<file path="config.mk">
export PLATFORM = sky130hd
export DESIGN_NAME = bcd_addsub_serial
export DESIGN_NICKNAME = d
export VERILOG_FILES = /design/src/rtl/bcd_addsub_serial.sv
export SDC_FILE = /design/constraint.sdc
export NUM_CORES = 1
export LEC_CHECK = 0
export ABC_AREA = 1
export ABC_CLOCK_PERIOD_IN_PS = 8200
export BUFFER_PORTS_ARGS = -buffer_cell sky130_fd_sc_hd__buf_2
export CAP_MARGIN = 20
export CORE_ASPECT_RATIO = 1.4
export CORE_UTILIZATION = 35
export DETAILED_ROUTE_END_ITERATION = 10
export RECOVER_POWER = 50
export SLEW_MARGIN = 20
export SYNTH_ARGS = -nofsm -noshare
export SYNTH_HDL_FRONTEND = slang
export SYNTH_SLANG_ARGS = --single-unit
</file>
<file path="constraint.sdc">
create_clock -name i_clk -period 8.2 [get_ports i_clk]
set_clock_uncertainty 0.05 [all_clocks]
set_input_delay 1.23 -clock i_clk [delete_from_list [all_inputs] [get_ports i_clk]]
set_output_delay 1.23 -clock i_clk [all_outputs]
set_load 0.005 [all_outputs]
</file>
<file path="src/rtl/bcd_addsub_serial.sv">
// Serial packed-BCD adder/subtractor: one decimal digit per clock, LSD first.
// Ports:
//   i_clk, i_rst      clock, asynchronous active-high reset
//   i_start           request an operation (sampled only in IDLE)
//   i_sub             0 = A+B, 1 = A-B via ten's complement (latched on start)
//   i_cin             decimal carry-in (latched on start)
//   i_a, i_b          packed BCD operands, digit 0 in [3:0] (latched on start)
//   o_busy            operation in progress
//   o_done            one-cycle pulse, results valid
//   o_sum             packed BCD result
//   o_cout            final decimal carry (sub mode: 1 = no borrow)
//   o_invalid         a latched operand digit exceeded 9
module bcd_addsub_serial #(
  parameter int unsigned DIGITS = 4
) (
  input  logic                  i_clk,
  input  logic                  i_rst,
  input  logic                  i_start,
  input  logic                  i_sub,
  input  logic                  i_cin,
  input  logic [4*DIGITS-1:0]   i_a,
  input  logic [4*DIGITS-1:0]   i_b,
  output logic                  o_busy,
  output logic                  o_done,
  output logic [4*DIGITS-1:0]   o_sum,
  output logic                  o_cout,
  output logic                  o_invalid
);

  localparam int unsigned W     = 4 * DIGITS;
  localparam int unsigned IDX_W = (DIGITS > 1) ? $clog2(DIGITS) : 1;
  localparam logic [IDX_W-1:0] LAST_IDX = IDX_W'(DIGITS - 1);

  typedef enum logic {
    S_IDLE = 1'b0,
    S_RUN  = 1'b1
  } state_t;

  state_t           r_state, w_state_n;
  logic [W-1:0]     r_a, w_a_n;
  logic [W-1:0]     r_b, w_b_n;
  logic             r_sub, w_sub_n;
  logic             r_carry, w_carry_n;
  logic [IDX_W-1:0] r_idx, w_idx_n;
  logic [W-1:0]     r_sum, w_sum_n;
  logic             r_cout, w_cout_n;
  logic             r_invalid, w_invalid_n;
  logic             r_busy, w_busy_n;
  logic             r_done, w_done_n;

  logic [3:0]       w_a_dig;
  logic [3:0]       w_b_dig;
  logic [3:0]       w_bd;
  logic [4:0]       w_z;
  logic [3:0]       w_sum_dig;
  logic             w_carry_out;
  logic             w_in_invalid;

  // Any incoming digit above 9 in either operand
  always_comb begin
    w_in_invalid = 1'b0;
    for (int k = 0; k < int'(DIGITS); k++) begin
      if (i_a[4*k +: 4] > 4'd9) w_in_invalid = 1'b1;
      if (i_b[4*k +: 4] > 4'd9) w_in_invalid = 1'b1;
    end
  end

  // Single shared digit adder with decimal correction
  always_comb begin
    w_a_dig = r_a[4*r_idx +: 4];
    w_b_dig = r_b[4*r_idx +: 4];
    // nine's complement of B; modulo-16 keeps invalid digits deterministic
    w_bd    = r_sub ? 4'(4'd9 - w_b_dig) : w_b_dig;
    w_z     = 5'(w_a_dig) + 5'(w_bd) + 5'(r_carry);
    if (w_z > 5'd9) begin
      w_sum_dig   = 4'(w_z + 5'd6);
      w_carry_out = 1'b1;
    end else begin
      w_sum_dig   = w_z[3:0];
      w_carry_out = 1'b0;
    end
  end

  // Next-state and output logic
  always_comb begin
    w_state_n   = r_state;
    w_a_n       = r_a;
    w_b_n       = r_b;
    w_sub_n     = r_sub;
    w_carry_n   = r_carry;
    w_idx_n     = r_idx;
    w_sum_n     = r_sum;
    w_cout_n    = r_cout;
    w_invalid_n = r_invalid;
    w_busy_n    = r_busy;
    w_done_n    = 1'b0;

    case (r_state)
      S_IDLE: begin
        if (i_start) begin
          w_a_n       = i_a;
          w_b_n       = i_b;
          w_sub_n     = i_sub;
          w_carry_n   = i_cin;
          w_idx_n     = '0;
          w_sum_n     = '0;
          w_invalid_n = w_in_invalid;
          w_busy_n    = 1'b1;
          w_state_n   = S_RUN;
        end
      end
      S_RUN: begin
        w_sum_n[4*r_idx +: 4] = w_sum_dig;
        w_carry_n             = w_carry_out;
        w_idx_n               = IDX_W'(r_idx + 1'b1);
        if (r_idx == LAST_IDX) begin
          w_idx_n   = '0;
          w_cout_n  = w_carry_out;
          w_busy_n  = 1'b0;
          w_done_n  = 1'b1;
          w_state_n = S_IDLE;
        end
      end
      default: w_state_n = S_IDLE;
    endcase
  end

  // State register
  always_ff @(posedge i_clk or posedge i_rst) begin
    if (i_rst) begin
      r_state   <= S_IDLE;
      r_a       <= '0;
      r_b       <= '0;
      r_sub     <= 1'b0;
      r_carry   <= 1'b0;
      r_idx     <= '0;
      r_sum     <= '0;
      r_cout    <= 1'b0;
      r_invalid <= 1'b0;
      r_busy    <= 1'b0;
      r_done    <= 1'b0;
    end else begin
      r_state   <= w_state_n;
      r_a       <= w_a_n;
      r_b       <= w_b_n;
      r_sub     <= w_sub_n;
      r_carry   <= w_carry_n;
      r_idx     <= w_idx_n;
      r_sum     <= w_sum_n;
      r_cout    <= w_cout_n;
      r_invalid <= w_invalid_n;
      r_busy    <= w_busy_n;
      r_done    <= w_done_n;
    end
  end

  assign o_busy    = r_busy;
  assign o_done    = r_done;
  assign o_sum     = r_sum;
  assign o_cout    = r_cout;
  assign o_invalid = r_invalid;

endmodule

</file>
==> flow_metrics.py <==
metrics = {
    "floorplan": {
        "die_y_um": 110,
        "die_area_mm2": 0.00870,
        "die_x_um": 79.1,
        "coreArea_mm2": 0.00810,
        "ioPinCount": 57,
        "start_util": 0.360,
        "placementRows": 39,
    },
    "yosys": {
        "synth_top_family_by_area": "simple AND/OR/NAND/NOR gates",
        "synthCells": 363,
        "synth_mux_area_frac": 0,
        "synth_xor_area_frac": 0.00601,
        "synth_area_leaders": "dfrtp_1 49%, nand2_1 18%, o21ai_0 5.2%",
        "ys_ff_latch": 57,
        "syn-num-nets": 411,
        "yosysWarnings": 0,
        "avgSynthCellArea_um2": 8.02,
        "post_synth_fa_ha_maj_area_fraction": 0.0524,
        "yosysTopAreaCell": "dfrtp_1",
        "ys_seq_area_frac": 0.490,
        "synth_top_area_frac": 0.490,
        "synthSimpleGateAreaFrac": 0.283,
        "ys_types": 33,
        "synth_area_mm2": 0.00291,
        "synth_compound_area_frac": 0.107,
    },
    "placement": {
        "portBuffers": 56,
        "place_congestion": 0.845,
        "hpwl_um": 4980,
        "dp_cells": 510,
    },
    "sta": {
        "tns_ns": 0,
        "worstMarginPinSlew_ns": 3.01,
        "fin_crit_ns": 4.11,
        "slew_headroom": -1.01,
        "finalHoldViolations": 0,
        "fin_crit_sh": 0.501,
        "max_freq_mhz": 244,
        "setup_viol": 0,
        "slew_violations": 97,
        "rsz0062_at_grt": "no",
    },
    "clock_network": {
        "clk_path_buf_depth": 2,
        "cts_buffers": 9,
        "clock_latency_ns": 0.32,
        "cts.clk_slew.worst_paths_ns": 0.05,
        "cts_resized": 0,
        "cts_tree": "built",
        "holdBufCountCts": 0,
        "post_cts_buffers": 0,
        "cts_sinks": 57,
        "cts_root_buffer": "clkbuf_16",
        "htree_num_levels": 3,
    },
    "worst_setup_path": {
        "crit_buf_inv": 3,
        "crit_path_max_incr_delay_ns": 0.89,
        "crit_slowest_cell": "dfrtp_1",
        "crit_fanout": 28,
        "cp_cell_sequence": "inv_1 -> o21ai_0 -> o22ai_1 -> xnor2_1 -> fa_1 -> inv_1 -> fa_1 -> inv_1 -> ha_1 -> nand2_1 -> a21boi_2 -> nand2_2 -> nand2_4 -> nand2_4 -> nand4_2 -> o21bai_1",
        "crit_type": "reg -> reg",
        "cpMostUsedCell": "inv_1",
        "critPathTopFamily": "adder cells",
        "cp_data_required_time_ns": 8.39,
        "r2r_start": "r_idx[0]",
        "arrival_ns": 4.30,
        "crit_path_start": "r_idx[0]",
        "critPathCaptureType": "flip-flop",
        "cp-start-kind": "flip-flop",
    },
    "layout": {
        "nNetsFinal": 467,
        "final_util": 0.441,
        "drive_gt1_frac": 0.212,
        "final_cells": 526,
        "mostFrequentLayoutCell": "nand2_1",
        "fillerInstances": 873,
        "mostFrequentLayoutCells": "140 x nand2_1, 57 x dfrtp_1, 55 x buf_2",
        "n_antenna_cell": 0,
        "area_delta_synth_final_pct": 22.6,
    },
    "run_status": {
        "status": "finished, violations left",
        "violations": "capacitance limit, slew limit",
    },
    "global_routing": {
        "grtUsageTotal": 0.172,
        "grt_pass1_wl_um": 11300,
        "grt_pass1_vias": 2415,
        "grt_max_degree": 58,
        "overflow": 0,
        "antenna_found_initial": 0,
    },
    "flow_run": {
        "max_cap_violations": 2,
    },
    "routing": {
        "drt_wl_total_um": 6800,
        "drtIter0Drc": 91,
        "firstDrtPassIters": 4,
        "route.detailed.drc": 0,
        "drtAntennaViolNets": 0,
        "vias_per_cell": 4.75,
        "wire_per_inst_um": 12.9,
        "num_vias": 2499,
    },
    "min_path": {
        "min_from": "r_b[15]",
        "hp-class": "reg -> reg",
    },
}
-- sequential cells by signal, summed over array words and instances, names as in the netlist --
name and flops:
r_a 16, o_busy 1, r_sub 1, r_carry 1, r_state 1, o_done 1, r_b 16, o_sum 16
o_invalid 1, r_idx 2, o_cout 1
-- metrics by stage --
step	worst slack, ns	hold slack [ns]	area [um2]
finish	4.09	0.423	3570
detailed placement	4.33	0.412	3280
global route	3.69	0.445	3570
CTS	4.32	0.426	3580
global placement	4.45	0.409	3280
floorplan	5.17	0.387	2910
-- cells in the mapped netlist (all sizes together) --
cell / instances
a21boi: 1
nor3b: 1
nand4: 6
ha: 9
buf: 10
a32oi: 2
o21bai: 2
and2: 1
o22ai: 5
nor2: 22
a41oi: 1
inv: 32
a21oi: 7
o21ai: 32
o211ai: 2
dfrtp: 57
nor3: 2
nand3b: 1
nand2: 151
fa: 2
clkbuf: 3
xnor2: 2
a32o: 1
nand3: 11
-- logic make-up after synthesis --
kind of cell             Yosys count
adder cells (fa/ha/maj)           11
AND/OR/NAND/NOR                  195
AO/OA/AOI/OAI                     53
buffers and inverters             45
XOR/XNOR                           2
flip-flops                        57
-- worst paths after layout --
| path | cells past startpoint | endpoint | slack [ns] |
|---|---|---|---|
| setup / recovery | 16 | o_sum[7] | 4.09 |
| hold / removal | 2 | r_b[15] | 0.42 |
| setup reg to reg | 16 | o_sum[7] | 4.09 |
| hold reg to reg | 2 | r_b[15] | 0.42 |
| max in group asynchronous | 3 | r_b[3] | 4.39 |
| min in group asynchronous | 3 | o_busy | 1.98 |
-- tightest hold or removal path: stages (launching register included) --
cell and delay [ns]:
dfrtp_1 0.34, nand2_1 0.05, nand2_1 0.04
-- cell type report --
type / count / area (um2) / area share
Sequential cell: 57 / 1430 / 0.399
Multi-Input combinational cell: 261 / 1300 / 0.365
Timing Repair Buffer: 58 / 287 / 0.0802
Clock buffer: 11 / 253 / 0.0708
Tap cell: 102 / 128 / 0.0357
Inverter: 32 / 120 / 0.0336
Clock inverter: 5 / 53.8 / 0.0151
-- metal layers --
layer	track usage	wire [um]	vias to the layer above
met5	0	0	-
met4	0.0662	95	0
met3	0.0465	235	7
met2	0.302	3540	55
met1	0.199	2930	1172
li1	-	-	1265
Power is left out: the tool's default activity adds up to more than one toggle a clock period on the data nets, which glitch-free logic cannot reach.
